### src/rtl/if_prefetch.sv
// Instruction prefetch unit: pipelined in-order fetch over req/gnt/rvalid into a
// DEPTH-entry {pc, inst} FIFO. Redirects flush the FIFO and drop in-flight responses.
module if_prefetch #(
  parameter int unsigned XLEN            = 32,
  parameter int unsigned DEPTH           = 4,
  parameter int unsigned MAX_OUTSTANDING = 2,
  parameter logic [XLEN-1:0] RESET_PC    = '0
) (
  input  logic            clk,
  input  logic            rst,
  input  logic            branch_i,
  input  logic [XLEN-1:0] branch_addr_i,
  output logic            inst_req_o,
  output logic [XLEN-1:0] inst_addr_o,
  input  logic            inst_gnt_i,
  input  logic            inst_rvalid_i,
  input  logic [XLEN-1:0] inst_rdata_i,
  output logic            inst_valid_o,
  output logic [XLEN-1:0] inst_o,
  output logic [XLEN-1:0] pc_o,
  input  logic            inst_ready_i
);

  localparam int unsigned PTR_W = $clog2(DEPTH);
  // Wide enough to hold count + outstanding without overflow.
  localparam int unsigned CNT_W = $clog2(2 * DEPTH + 1);

  typedef logic [CNT_W-1:0] cnt_t;
  typedef logic [PTR_W-1:0] ptr_t;

  localparam logic [XLEN-1:0] ALIGN_MASK = {{(XLEN-2){1'b1}}, 2'b00};
  localparam logic [XLEN-1:0] WORD_STEP  = {{(XLEN-3){1'b0}}, 3'd4};
  localparam ptr_t            PTR_ONE    = ptr_t'(1);
  localparam cnt_t            CNT_ONE    = cnt_t'(1);

  logic [XLEN-1:0] fetch_addr;
  cnt_t            outstanding;
  cnt_t            drop_cnt;
  cnt_t            count;
  ptr_t            rd_ptr;
  ptr_t            wr_ptr;
  ptr_t            pcq_rd;
  ptr_t            pcq_wr;

  logic [XLEN-1:0] fifo_pc   [DEPTH];
  logic [XLEN-1:0] fifo_inst [DEPTH];
  logic [XLEN-1:0] pcq       [DEPTH];   // PCs of granted requests, in issue order

  logic accept;
  logic drop_resp;
  logic push;
  logic pop;
  cnt_t credit_used;
  cnt_t outstanding_next;
  cnt_t drop_cnt_next;
  cnt_t count_next;

  // Credit covers entries already buffered plus every response that will still land.
  assign credit_used = count + outstanding - drop_cnt;
  assign inst_req_o  = !rst && !branch_i
                    && (outstanding < cnt_t'(MAX_OUTSTANDING))
                    && (credit_used < cnt_t'(DEPTH));
  assign inst_addr_o = fetch_addr;

  assign accept    = inst_req_o && inst_gnt_i;
  assign drop_resp = (drop_cnt != '0);
  assign push      = inst_rvalid_i && !drop_resp && !branch_i;
  assign pop       = inst_valid_o && inst_ready_i && !branch_i;

  // NOTE: every always_comb output gets a default first so no latch is inferred.
  always_comb begin
    outstanding_next = outstanding + cnt_t'(accept) - cnt_t'(inst_rvalid_i);
    drop_cnt_next    = drop_cnt;
    count_next       = count + cnt_t'(push) - cnt_t'(pop);
    if (branch_i) begin
      // Everything still in flight after this cycle's response belongs to the old path.
      drop_cnt_next = outstanding - cnt_t'(inst_rvalid_i);
      count_next    = '0;
    end else if (inst_rvalid_i && drop_resp) begin
      drop_cnt_next = drop_cnt - CNT_ONE;
    end
  end

  // NOTE: sequential state uses non-blocking assignments so all registers update together.
  always_ff @(posedge clk) begin
    if (rst) begin
      fetch_addr  <= RESET_PC;
      outstanding <= '0;
      drop_cnt    <= '0;
      count       <= '0;
      rd_ptr      <= '0;
      wr_ptr      <= '0;
      pcq_rd      <= '0;
      pcq_wr      <= '0;
    end else begin
      outstanding <= outstanding_next;
      drop_cnt    <= drop_cnt_next;
      count       <= count_next;

      if (branch_i)    fetch_addr <= branch_addr_i & ALIGN_MASK;
      else if (accept) fetch_addr <= fetch_addr + WORD_STEP;

      if (accept)        pcq_wr <= pcq_wr + PTR_ONE;
      if (inst_rvalid_i) pcq_rd <= pcq_rd + PTR_ONE;
      if (push)          wr_ptr <= wr_ptr + PTR_ONE;

      if (branch_i) rd_ptr <= wr_ptr;
      else if (pop) rd_ptr <= rd_ptr + PTR_ONE;
    end
  end

  // NOTE: storage arrays are not reset; pointers and count define what is valid.
  always_ff @(posedge clk) begin
    if (accept) pcq[pcq_wr] <= fetch_addr;
    if (push && !rst) begin
      fifo_pc[wr_ptr]   <= pcq[pcq_rd];
      fifo_inst[wr_ptr] <= inst_rdata_i;
    end
  end

  // Head is masked when empty so outputs read zero out of reset.
  assign inst_valid_o = (count != '0);
  assign inst_o       = inst_valid_o ? fifo_inst[rd_ptr] : '0;
  assign pc_o         = inst_valid_o ? fifo_pc[rd_ptr]   : '0;

endmodule

### config.mk
export PLATFORM = sky130hd
export DESIGN_NAME = if_prefetch
export DESIGN_NICKNAME = d
export VERILOG_FILES = /design/src/rtl/if_prefetch.sv
export SDC_FILE = /design/constraint.sdc
export NUM_CORES = 1
export LEC_CHECK = 0
export BUFFER_PORTS_ARGS = -buffer_cell sky130_fd_sc_hd__buf_2
export CORE_ASPECT_RATIO = 0.8
export CORE_UTILIZATION = 30
export DETAILED_ROUTE_END_ITERATION = 10
export GPL_TIMING_DRIVEN = 1
export PLACE_DENSITY_LB_ADDON = 0.1
export SYNTH_ARGS = -nofsm -noshare
export SYNTH_HDL_FRONTEND = slang
export SYNTH_SLANG_ARGS = --single-unit
### constraint.sdc
create_clock -name clk -period 5 [get_ports clk]
set_clock_uncertainty 0.2 [all_clocks]
set_input_delay 1 -clock clk [delete_from_list [all_inputs] [get_ports clk]]
set_output_delay 1 -clock clk [all_outputs]
set_load 0.005 [all_outputs]
==> results of run 1 <==
[layout make-up]
type / count / area share
Sequential cell: 422 / 0.6007
Multi-Input combinational cell: 457 / 0.2252
Clock buffer: 58 / 0.05918
Timing Repair Buffer: 183 / 0.05114
Tap cell: 750 / 0.04643
Clock inverter: 18 / 0.01176
Inverter: 30 / 0.005572
[layout by cell type, fill, tap and decap left out, drive strengths merged, types with 9 or more instances in the layout]
cell,Yosys,layout
clkinv,0,9
xnor2,14,14
edfxtp,368,368
nand2,37,37
o311ai,14,14
clkbuf,30,58
and2,74,74
nand4,10,10
nand3,17,17
a21oi,20,20
buf,24,183
mux4,92,92
nor2,41,41
dfxtp,54,54
inv,30,30
ha,26,26
[cells in the mapped netlist (4+ instances only)]
master,count
sky130_fd_sc_hd__mux4_2,92
sky130_fd_sc_hd__ha_1,26
sky130_fd_sc_hd__dfxtp_1,54
sky130_fd_sc_hd__buf_1,7
sky130_fd_sc_hd__o311ai_1,12
sky130_fd_sc_hd__xor2_1,4
sky130_fd_sc_hd__a22oi_1,7
sky130_fd_sc_hd__nand2_1,37
sky130_fd_sc_hd__buf_4,5
sky130_fd_sc_hd__nor2_1,40
sky130_fd_sc_hd__a31oi_1,5
sky130_fd_sc_hd__clkbuf_1,30
sky130_fd_sc_hd__or3_1,7
sky130_fd_sc_hd__nand3b_1,4
sky130_fd_sc_hd__o211ai_1,5
sky130_fd_sc_hd__nand4_1,10
sky130_fd_sc_hd__and3_1,5
sky130_fd_sc_hd__and2_1,74
sky130_fd_sc_hd__nor4_1,6
sky130_fd_sc_hd__xnor2_1,13
sky130_fd_sc_hd__a21oi_1,20
sky130_fd_sc_hd__nor3_1,8
sky130_fd_sc_hd__inv_1,29
sky130_fd_sc_hd__nand4b_1,5
sky130_fd_sc_hd__a32oi_1,6
sky130_fd_sc_hd__buf_2,12
sky130_fd_sc_hd__edfxtp_1,368
sky130_fd_sc_hd__a211oi_1,4
sky130_fd_sc_hd__nand3_1,17
sky130_fd_sc_hd__fa_1,4
sky130_fd_sc_hd__mux2i_1,4
[routing by layer]
layer  vias to the layer above  GRT usage  part of all wire
li1                       4146          -                 -
met1                      4638     0.1956              0.45
met2                       208     0.2326              0.48
met3                        62    0.03197             0.056
met4                         0    0.03943             0.020
met5                         -          0                 0
[flip-flops by register name, indices dropped and copies added, names as in the netlist, named ones only]
register and flops:
drop_cnt 4, fifo_pc 120, wr_ptr 2, outstanding 4
count 4, rd_ptr 2, pcq_rd 2, pcq_wr 2
pcq 120, fifo_inst 128, inst_addr_o 30
[tightest hold or removal path, delay by kind of cell (launching register included)]
family,cells,cell delay (ps)
compound gates,1,50
flops,1,340
simple gates,1,60
[power breakdown]
part           internal (mW)  switching [mW]  total [mW]
Clock                   1.94            1.34        3.28
Sequential              3.95           0.114        4.07
Combinational          0.391           0.502       0.894
[cell families (layout without fill, tap and decap cells)]
family                     count (synthesis)  count (layout)  synth area share
and+or+nand+nor                          227             227           0.07212
xor gates and xnor gates                  18              18          0.009715
other                                      1               4         0.0002206
DFF                                      422             422            0.7136
muxes                                    100             100            0.1269
adders and majority gates                 30              30           0.02384
buffers and inverters                     84             289           0.02053
AOI/OAI and AO/OA                         78              78           0.03312
[worst max-delay path by stage]
stage                                 end  slack, ps  cells past startpoint
after floorplan           fifo_inst[0][0]       1000                      6
after global placement     outstanding[3]        900                     16
after detailed placement   outstanding[3]        870                     16
after CTS                      inst_req_o        670                      9
after global routing           inst_req_o        510                      9
final                          inst_req_o        680                      9
==> results_tabular.tex, run 1 <==
\begin{tabular}{lr}
\hline
Metric & Value \\
\hline
\multicolumn{2}{l}{\textbf{CTS}} \\
Max H-tree Level & 2 \\
Cells resized by post-CTS repair & 0 \\
Max clock buf depth & 3 \\
Source-to-sink clock delay at the later pin of the worst-skew pair & 570 ps \\
Count of hold buffers inserted by post-cts repair & 0 \\
TritonCTS clock tree & yes \\
Number of CTS-inserted buffers & 45 \\
Clock slew at the register clock pins of the worst setup and hold paths & 60 ps \\
Clk sink count & 422 \\
CTS Root Cell & sky130\_fd\_sc\_hd\_\_clkbuf\_16 \\
Post-CTS setup buffers & 0 \\
\multicolumn{2}{l}{\textbf{Placement}} \\
Placed insts & 1842 \\
Placement Setup Slack & 865.8 ps \\
Area post-placement & 18780 um\^{}2 \\
Half-perimeter wire length of the detailed placement result & 25.27 mm \\
RD Place Congestion & 0.7242 \\
Number of port buffers & 161 \\
\multicolumn{2}{l}{\textbf{Route}} \\
First-pass iteration count of the detailed router & 5 \\
DRC Markers & 0 \\
Post-detailed-route count of antenna-violating nets & 0 \\
Wirelength per Cell & 21.39 um \\
Final WL & 41.03 mm \\
Vias per cell & 4.721 \\
Via total after detailed routing & 9054 \\
DRC marker count from the first detailed-route iteration & 591 \\
\multicolumn{2}{l}{\textbf{Synthesis}} \\
Cell Area, Synth & 17000 um\^{}2 \\
Share of the yosys chip area belonging to registers & 0.7136 \\
Cell types occupying the most area after synthesis & sky130\_fd\_sc\_hd\_\_edfxtp\_1 65\%, sky130\_fd\_sc\_hd\_\_mux4\_2 12\%, sky130\_fd\_sc\_hd\_\_dfxtp\_1 6.4\% \\
Fraction of registers with async set/reset & 0 \\
Cells after Synth & 960 \\
Number of flops mapped to enable cells by yosys & 368 \\
Cell type with the largest total area after synthesis & sky130\_fd\_sc\_hd\_\_edfxtp\_1 \\
Count of distinct cell types in the synthesized netlist & 57 \\
Post-synth top area share & 0.6500 \\
Total of warnings raised by yosys & 0 \\
Average instance area after synthesis & 17.71 um\^{}2 \\
Number of storage elements in the synthesis netlist & 422 \\
Most used DFF post-synth & sky130\_fd\_sc\_hd\_\_edfxtp\_1 \\
\multicolumn{2}{l}{\textbf{STA}} \\
Share of the cycle needed by the critical path after routing & 0.8637 \\
RSZ-0062 raised after global routing & false \\
Count of final max-slew check failures & 0 \\
Final Worst Setup Slack & 681.7 ps \\
Maximum clock frequency & 231.6 MHz \\
Post-Route Hold Slack & 306.8 ps \\
Worst-margin pin slew & 868.2 ps \\
Tmin final & 4318 ps \\
Final hold viol count & 0 \\
Setup Viol. Count Final & 0 \\
Headroom to the max-slew limit & 0.4212 \\
Setup TNS after final layout & 0 ps \\
\multicolumn{2}{l}{\textbf{Cells and area}} \\
Layout cell share with drive strength beyond 1 & 0.3022 \\
Number of antenna repair diodes & 0 \\
Number of cells in the finished layout apart from fillers & 1918 \\
Count of fill cells added during filler insertion & 5306 \\
Footprint of the flip-flops and latches & 12140 um\^{}2 \\
Layout overhead on the synthesized area & 18.88\% \\
Total number of nets in the final design & 1239 \\
Total area of multi-input combinational cells & 4552 um\^{}2 \\
Final cell area excluding filler cells & 20210 um\^{}2 \\
Layout Utilization & 0.3636 \\
\multicolumn{2}{l}{\textbf{Critical path}} \\
Terminus of the critical flop-to-flop path & outstanding[3] \\
R2R Path Start & outstanding[1] \\
Slack of the worst reg-to-reg path & 840 ps \\
CP Class & register to output port \\
Crit-path leading delay family & adder cells \\
Critical Path End Type & output port \\
Critical Path Source Type & register \\
Worst-case reg-to-reg path depth & 16 \\
Crit path top cell by count & sky130\_fd\_sc\_hd\_\_inv\_1 \\
Worst-path fanout max & 10 \\
Critical Path, Cell by Cell & inv\_1 > fa\_1 > inv\_1 > ha\_1 > nand4b\_1 > nand3b\_1 > xnor2\_2 > nor2\_1 > buf\_2 \\
CP required & 3800 ps \\
Largest stage delay on the critical path & 550 ps \\
Endpoint arrival time on the critical path & 3120 ps \\
Bufs and invs on worst path & 3 \\
CP max-delay cell & sky130\_fd\_sc\_hd\_\_fa\_1 \\
Worst Setup SP & outstanding[1] \\
\multicolumn{2}{l}{\textbf{Floorplan}} \\
Top-level port count & 168 \\
CORE AREA & 55590 um\^{}2 \\
Area of the die & 57630 um\^{}2 \\
Effective utilization at floorplan & 0.3058 \\
Die Y-Extent & 214.9 um \\
Standard-cell rows & 77 \\
Die Width & 268.2 um \\
\multicolumn{2}{l}{\textbf{Job}} \\
Number of violations of the max-capacitance limit & 0 \\
\multicolumn{2}{l}{\textbf{Global route}} \\
Via count of the first global-routing pass & 9382 \\
GRT Overall Usage & 0.1444 \\
Maximum number of pins on one net before global-route repair & 63 \\
Overflow left after global routing & 0 \\
Global-route wire length before repair & 61.31 mm \\
Antenna violations before repair & 0 \\
\multicolumn{2}{l}{\textbf{Worst hold path}} \\
Critical hold path startpoint & pcq\_wr[1] \\
Worst hold path cell count & 2 \\
Min-Delay Path Class & register to register \\
Hold Crit Endpoint & pcq\_wr[1] \\
\multicolumn{2}{l}{\textbf{Power}} \\
Overall power after layout & 8.244 mW \\
Leak pwr & 6.823 nW \\
Power Dens Cells & 407.9 nW/um\^{}2 \\
Worst IR drop on VDD & 234.5 uV \\
\multicolumn{2}{l}{\textbf{Status}} \\
Run status & finished clean \\
\hline
\end{tabular}
Note: power is estimated with default switching activity, not from simulation.
==> inputs of run 2 (changes only) <==
CORE_UTILIZATION = 35   (was 30)
GPL_ROUTABILITY_DRIVEN = 0   (was not set)
==> run 2 against run 1 <==
- core utilization increased by 5.9 points
- first-iteration DRC count decreased by 3.2%
- critical path depth unchanged
- non-clock buffer count increased by 3
- die area decreased by 14%
- combinational power about the same
- via count decreased by 0.14%
- count of clock-buffer cells in the layout decreased by 5
- fmax increased by 0.29%
- critical endpoint unchanged
==> results_tabular.tex, run 2 (synthesis results as in run 1) <==
\begin{tabular}{lr}
\hline
Metric & Value \\
\hline
\multicolumn{2}{l}{\textbf{Cells and area}} \\
Footprint of the flip-flops and latches & 12140 um\^{}2 \\
Most common library cell in the layout ignoring fill and taps & sky130\_fd\_sc\_hd\_\_edfxtp\_1 \\
Total number of nets in the final design & 1241 \\
Most used cells in the layout excluding fill and tap cells & 368 x sky130\_fd\_sc\_hd\_\_edfxtp\_1, 161 x sky130\_fd\_sc\_hd\_\_buf\_2, 92 x sky130\_fd\_sc\_hd\_\_mux4\_2 \\
Largest register by flop count & fifo\_inst \\
Count of fill cells added during filler insertion & 4300 \\
Layout Utilization & 0.4225 \\
Number of cells in the finished layout apart from fillers & 1795 \\
Max reg flops & 128 \\
Layout overhead on the synthesized area & 17.90\% \\
Largest registers & fifo\_inst: 128 flops, fifo\_pc: 120 flops, pcq: 120 flops \\
Total area of multi-input combinational cells & 4552 um\^{}2 \\
Layout cell share with drive strength beyond 1 & 0.3004 \\
Number of antenna repair diodes & 0 \\
\multicolumn{2}{l}{\textbf{CTS}} \\
TritonCTS clock tree & yes \\
Post-CTS setup buffers & 0 \\
Max clock buf depth & 3 \\
Cells resized by post-CTS repair & 0 \\
Max H-tree Level & 2 \\
Clk sink count & 422 \\
Source-to-sink clock delay at the later pin of the worst-skew pair & 560 ps \\
Clock slew at the register clock pins of the worst setup and hold paths & 60 ps \\
Number of CTS-inserted buffers & 44 \\
CTS Root Cell & sky130\_fd\_sc\_hd\_\_clkbuf\_16 \\
Count of hold buffers inserted by post-cts repair & 0 \\
\multicolumn{2}{l}{\textbf{Global route}} \\
Maximum number of pins on one net before global-route repair & 61 \\
Via count of the first global-routing pass & 9387 \\
Antenna violations before repair & 0 \\
GRT Overall Usage & 0.1603 \\
Global-route wire length before repair & 59.31 mm \\
Overflow left after global routing & 0 \\
\multicolumn{2}{l}{\textbf{Route}} \\
Post-detailed-route count of antenna-violating nets & 0 \\
Vias per cell & 5.037 \\
Via total after detailed routing & 9041 \\
DRC Markers & 0 \\
DRC marker count from the first detailed-route iteration & 572 \\
Final WL & 39.04 mm \\
First-pass iteration count of the detailed router & 5 \\
Wirelength per Cell & 21.75 um \\
\multicolumn{2}{l}{\textbf{STA}} \\
Tmin final & 4306 ps \\
Headroom to the max-slew limit & 0.3842 \\
Maximum clock frequency & 232.3 MHz \\
Setup Viol. Count Final & 0 \\
Setup TNS after final layout & 0 ps \\
Worst-margin pin slew & 923.7 ps \\
Count of final max-slew check failures & 0 \\
RSZ-0062 raised after global routing & false \\
Final hold viol count & 0 \\
Share of the cycle needed by the critical path after routing & 0.8611 \\
\multicolumn{2}{l}{\textbf{Floorplan}} \\
Top-level port count & 168 \\
Standard-cell rows & 71 \\
CORE AREA & 47440 um\^{}2 \\
Area of the die & 49470 um\^{}2 \\
Effective utilization at floorplan & 0.3584 \\
Die Y-Extent & 199.1 um \\
Die Width & 248.4 um \\
\multicolumn{2}{l}{\textbf{Worst hold path}} \\
Critical hold path startpoint & pcq\_wr[1] \\
Hold Crit Endpoint & pcq\_wr[1] \\
Min-Delay Path Class & register to register \\
Worst hold path cell count & 2 \\
\multicolumn{2}{l}{\textbf{Critical path}} \\
Endpoint arrival time on the critical path & 3110 ps \\
Worst-path fanout max & 10 \\
Critical Path, Cell by Cell & inv\_1 > fa\_1 > inv\_1 > ha\_1 > nand4b\_1 > nand3b\_1 > xnor2\_2 > nor2\_1 > buf\_2 \\
CP Class & register to output port \\
Critical Path Source Type & register \\
Worst-case reg-to-reg path depth & 16 \\
CP max-delay cell & sky130\_fd\_sc\_hd\_\_fa\_1 \\
Crit path top cell by count & sky130\_fd\_sc\_hd\_\_inv\_1 \\
CP required & 3800 ps \\
R2R Path Start & outstanding[1] \\
Terminus of the critical flop-to-flop path & outstanding[3] \\
Largest stage delay on the critical path & 560 ps \\
Slack of the worst reg-to-reg path & 870 ps \\
Critical Path End Type & output port \\
\multicolumn{2}{l}{\textbf{Power}} \\
Leak pwr & 6.832 nW \\
Power Dens Cells & 408.0 nW/um\^{}2 \\
Worst IR drop on VDD & 186.1 uV \\
\multicolumn{2}{l}{\textbf{Status}} \\
Run status & finished clean \\
\multicolumn{2}{l}{\textbf{Placement}} \\
Half-perimeter wire length of the detailed placement result & 24.55 mm \\
Number of port buffers & 161 \\
Placed insts & 1715 \\
\multicolumn{2}{l}{\textbf{Job}} \\
Number of violations of the max-capacitance limit & 0 \\
\hline
\end{tabular}
-- run 2: where the power goes --
part,switching (mW),internal [mW],leakage (nW)
logic,0.496,0.395,2.37
clock network,1.32,1.90,0.679
registers,0.114,3.95,3.78
total,1.93,6.25,6.83
-- run 2: per-layer routing --
layer / GRT usage / vias up / share of wire
li1: - / 4151 / -
met1: 0.2196 / 4611 / 0.46
met2: 0.2595 / 221 / 0.47
met3: 0.02931 / 58 / 0.045
met4: 0.05268 / 0 / 0.024
met5: 0 / - / 0
-- run 2: worst max-delay path by stage --
stage | cells after the start | start | end | slack, ps
final | 9 | outstanding[1] | inst_req_o | 690
after global routing | 9 | outstanding[1] | inst_req_o | 480
after CTS | 9 | outstanding[1] | inst_req_o | 670
after detailed placement | 16 | outstanding[1] | outstanding[3] | 900
after global placement | 16 | outstanding[1] | outstanding[3] | 900
after floorplan | 6 | branch_i | fifo_inst[0][0] | 1000
-- run 2: area by class of cell --
| class | count | area share |
|---|---|---|
| clock buffers | 53 | 0.05768 |
| inverters | 30 | 0.005618 |
| well taps | 620 | 0.03870 |
| multi-input cells | 457 | 0.2271 |
| clock inverters | 27 | 0.01255 |
| repair buffers | 186 | 0.05268 |
| flip-flops and latches | 422 | 0.6057 |
-- run 2: worst max-delay path: cells and delay by family (launching register included) --
family | cells | cell delay (ps)
xor gates and xnor gates | 1 | 520
adders and majority gates | 2 | 850
buffers and inverters | 3 | 370
DFF | 1 | 400
and+or+nand+nor | 3 | 400
-- run 2: metrics by stage --
step	setup WS [ps]	power [mW]	hold slack, ps	instance area, um^2
floorplan	997.5	4.699	269.2	17010
global placement	903.1	5.043	298.1	18640
detailed placement	902.7	5.053	311.3	18640
CTS	669.8	8.304	320.6	20040
global route	481.0	8.511	353.3	20040
finish	694.3	8.177	317.3	20040
==> inputs of run 3 (changes only) <==
CORE_UTILIZATION = 55   (was 35)
REMOVE_ABC_BUFFERS = 1   (was not set)
SETUP_SLACK_MARGIN = 0.2   (was not set)
==> run 3 against run 2 <==
- worst setup slack better by 69 ps
- non-clock buffer count is 4 lower
- clock power is 6% lower
- core utilization is 22 points higher
- register-to-register slack better by 50 ps
- fmax is 1.6% higher
- cell count is 12% lower
- hold slack worse by 15 ps
- critical path depth stayed put
- count of clock-buffer cells in the layout is 3 lower
- first-iteration DRC count is 13% higher
- critical endpoint unchanged
- largest power group unchanged
- highest routed layer is now met5
==> results_tabular.tex, run 3 (synthesis results as in run 1) <==
\begin{tabular}{lr}
\hline
Metric & Value \\
\hline
\multicolumn{2}{l}{\textbf{Status}} \\
Run status & finished clean \\
\multicolumn{2}{l}{\textbf{Cells and area}} \\
Number of antenna repair diodes & 0 \\
Layout cell share with drive strength beyond 1 & 0.3021 \\
Largest registers & fifo\_inst: 128 flops, fifo\_pc: 120 flops, pcq: 120 flops \\
Most used cells in the layout excluding fill and tap cells & 368 x sky130\_fd\_sc\_hd\_\_edfxtp\_1, 161 x sky130\_fd\_sc\_hd\_\_buf\_2, 92 x sky130\_fd\_sc\_hd\_\_mux4\_2 \\
Number of cells in the finished layout apart from fillers & 1578 \\
Total number of nets in the final design & 1233 \\
Max reg flops & 128 \\
Final cell area excluding filler cells & 19670 um\^{}2 \\
Largest register by flop count & fifo\_inst \\
Most common library cell in the layout ignoring fill and taps & sky130\_fd\_sc\_hd\_\_edfxtp\_1 \\
Layout overhead on the synthesized area & 15.69\% \\
\multicolumn{2}{l}{\textbf{Placement}} \\
Number of port buffers & 161 \\
Placed insts & 1504 \\
Area post-placement & 18340 um\^{}2 \\
Half-perimeter wire length of the detailed placement result & 20.74 mm \\
\multicolumn{2}{l}{\textbf{Critical path}} \\
Critical Path, Cell by Cell & inv\_1 > fa\_1 > inv\_1 > ha\_1 > nand4b\_1 > nand3b\_1 > xnor2\_2 > nor2\_1 > buf\_2 \\
R2R Path Start & outstanding[1] \\
CP Class & register to output port \\
Crit-path leading delay family & adder cells \\
Bufs and invs on worst path & 3 \\
Worst-case reg-to-reg path depth & 16 \\
Crit path top cell by count & sky130\_fd\_sc\_hd\_\_inv\_1 \\
Critical Path End Type & output port \\
CP required & 3800 ps \\
Terminus of the critical flop-to-flop path & outstanding[3] \\
Capturing element of the worst setup path & inst\_req\_o \\
Largest stage delay on the critical path & 550 ps \\
Worst Setup SP & outstanding[1] \\
Endpoint arrival time on the critical path & 3040 ps \\
Slack of the worst reg-to-reg path & 920 ps \\
Path length in cells of the critical path & 9 \\
Worst-path fanout max & 10 \\
Critical Path Source Type & register \\
CP max-delay cell & sky130\_fd\_sc\_hd\_\_fa\_1 \\
\multicolumn{2}{l}{\textbf{CTS}} \\
Clock slew at the register clock pins of the worst setup and hold paths & 60 ps \\
Max H-tree Level & 2 \\
Source-to-sink clock delay at the later pin of the worst-skew pair & 550 ps \\
Cells resized by post-CTS repair & 0 \\
CTS Root Cell & sky130\_fd\_sc\_hd\_\_clkbuf\_16 \\
TritonCTS clock tree & yes \\
Post-CTS setup buffers & 0 \\
Count of hold buffers inserted by post-cts repair & 0 \\
Number of CTS-inserted buffers & 40 \\
Clk sink count & 422 \\
Max clock buf depth & 3 \\
\multicolumn{2}{l}{\textbf{Global route}} \\
GRT Overall Usage & 0.2214 \\
Antenna violations before repair & 1 \\
Overflow left after global routing & 0 \\
Via count of the first global-routing pass & 8934 \\
Global-route wire length before repair & 52.51 mm \\
Maximum number of pins on one net before global-route repair & 61 \\
\multicolumn{2}{l}{\textbf{STA}} \\
Maximum clock frequency & 236.0 MHz \\
Count of final max-slew check failures & 0 \\
RSZ-0062 raised after global routing & false \\
Tmin final & 4237 ps \\
Final hold viol count & 0 \\
Share of the cycle needed by the critical path after routing & 0.8474 \\
Setup Viol. Count Final & 0 \\
Headroom to the max-slew limit & 0.3927 \\
Worst-margin pin slew & 910.9 ps \\
Post-Route Hold Slack & 302.5 ps \\
Setup TNS after final layout & 0 ps \\
\multicolumn{2}{l}{\textbf{Worst hold path}} \\
Min-Delay Path Class & register to register \\
Worst hold path cell count & 2 \\
\multicolumn{2}{l}{\textbf{Route}} \\
DRC Markers & 0 \\
Via total after detailed routing & 9002 \\
First-pass iteration count of the detailed router & 5 \\
DRC marker count from the first detailed-route iteration & 646 \\
Top Metal Used & met5 \\
Wirelength per Cell & 21.48 um \\
Met2 routed WL & 16.15 mm \\
Post-detailed-route count of antenna-violating nets & 0 \\
Vias per cell & 5.705 \\
Final WL & 33.90 mm \\
WL met3 & 1.869 mm \\
Routed metal-1 wire length & 15.34 mm \\
\multicolumn{2}{l}{\textbf{Power}} \\
Worst IR drop on VDD & 271.6 uV \\
Power Dens Cells & 404.5 nW/um\^{}2 \\
Leak pwr & 6.774 nW \\
\multicolumn{2}{l}{\textbf{Floorplan}} \\
Die Width & 198.6 um \\
Die Y-Extent & 159.3 um \\
Top-level port count & 168 \\
Area of the die & 31620 um\^{}2 \\
CORE AREA & 30380 um\^{}2 \\
Standard-cell rows & 57 \\
Effective utilization at floorplan & 0.5596 \\
\multicolumn{2}{l}{\textbf{Job}} \\
Number of violations of the max-capacitance limit & 0 \\
\hline
\end{tabular}
## run 3: through the flow
step	power, mW	utilization	setup WS (ps)
6_report	7.956	0.6474	763.2
5_1_grt	8.273	0.6474	542.6
4_1_cts	8.034	0.6474	750.4
3_5_place_dp	5.001	0.6037	955.2
3_3_place_gp	4.980	0.6037	1027
2_1_floorplan	4.679	-	338.3
## run 3: final cells by class
class                   instances  area, um^2
flip-flops and latches        422       12140
fillers                      2238       10710
multi-input cells             457        4547
clock buffers                  50        1070
repair buffers                182        1026
well taps                     413       516.7
clock inverters                24       257.7
inverters                      30       112.6
## run 3: how the worst min path moves through the flow
stage / from / to / slack, ps
3_3_place_gp: pcq_wr[1] / pcq_wr[1] / 290
3_5_place_dp: pcq_wr[1] / pcq_wr[1] / 300
2_1_floorplan: pcq_wr[1] / pcq_wr[1] / 260
4_1_cts: pcq_wr[1] / pcq_wr[1] / 310
5_1_grt: pcq_wr[1] / pcq_wr[1] / 340
6_report: pcq_wr[1] / pcq_wr[1] / 300
## run 3: power breakdown
part | total (mW) | internal, mW | switching [mW]
sequential | 4.06 | 3.95 | 0.105
clock | 3.04 | 1.75 | 1.29
combinational | 0.859 | 0.391 | 0.468
## run 3: routing by layer
layer  track usage  vias to the layer above
met3       0.04109                       42
met1        0.3285                     4597
met4       0.05280                        2
li1              -                     4130
met5             0                        -
met2        0.3439                      231
## run 3: worst reg2reg max path, stage by stage, from the launching register on
cell and delay, ps:
sky130_fd_sc_hd__dfxtp_1 430, sky130_fd_sc_hd__inv_1 150, sky130_fd_sc_hd__fa_1 550, sky130_fd_sc_hd__inv_1 40
sky130_fd_sc_hd__ha_1 290, sky130_fd_sc_hd__nand4b_1 110, sky130_fd_sc_hd__nand3b_1 130, sky130_fd_sc_hd__xnor2_2 440
sky130_fd_sc_hd__nor2_2 100, sky130_fd_sc_hd__inv_2 300, sky130_fd_sc_hd__ha_1 280, sky130_fd_sc_hd__inv_1 60
sky130_fd_sc_hd__ha_1 280, sky130_fd_sc_hd__a21oi_1 150, sky130_fd_sc_hd__nor2_1 60, sky130_fd_sc_hd__or3_1 300
sky130_fd_sc_hd__a21oi_1 140
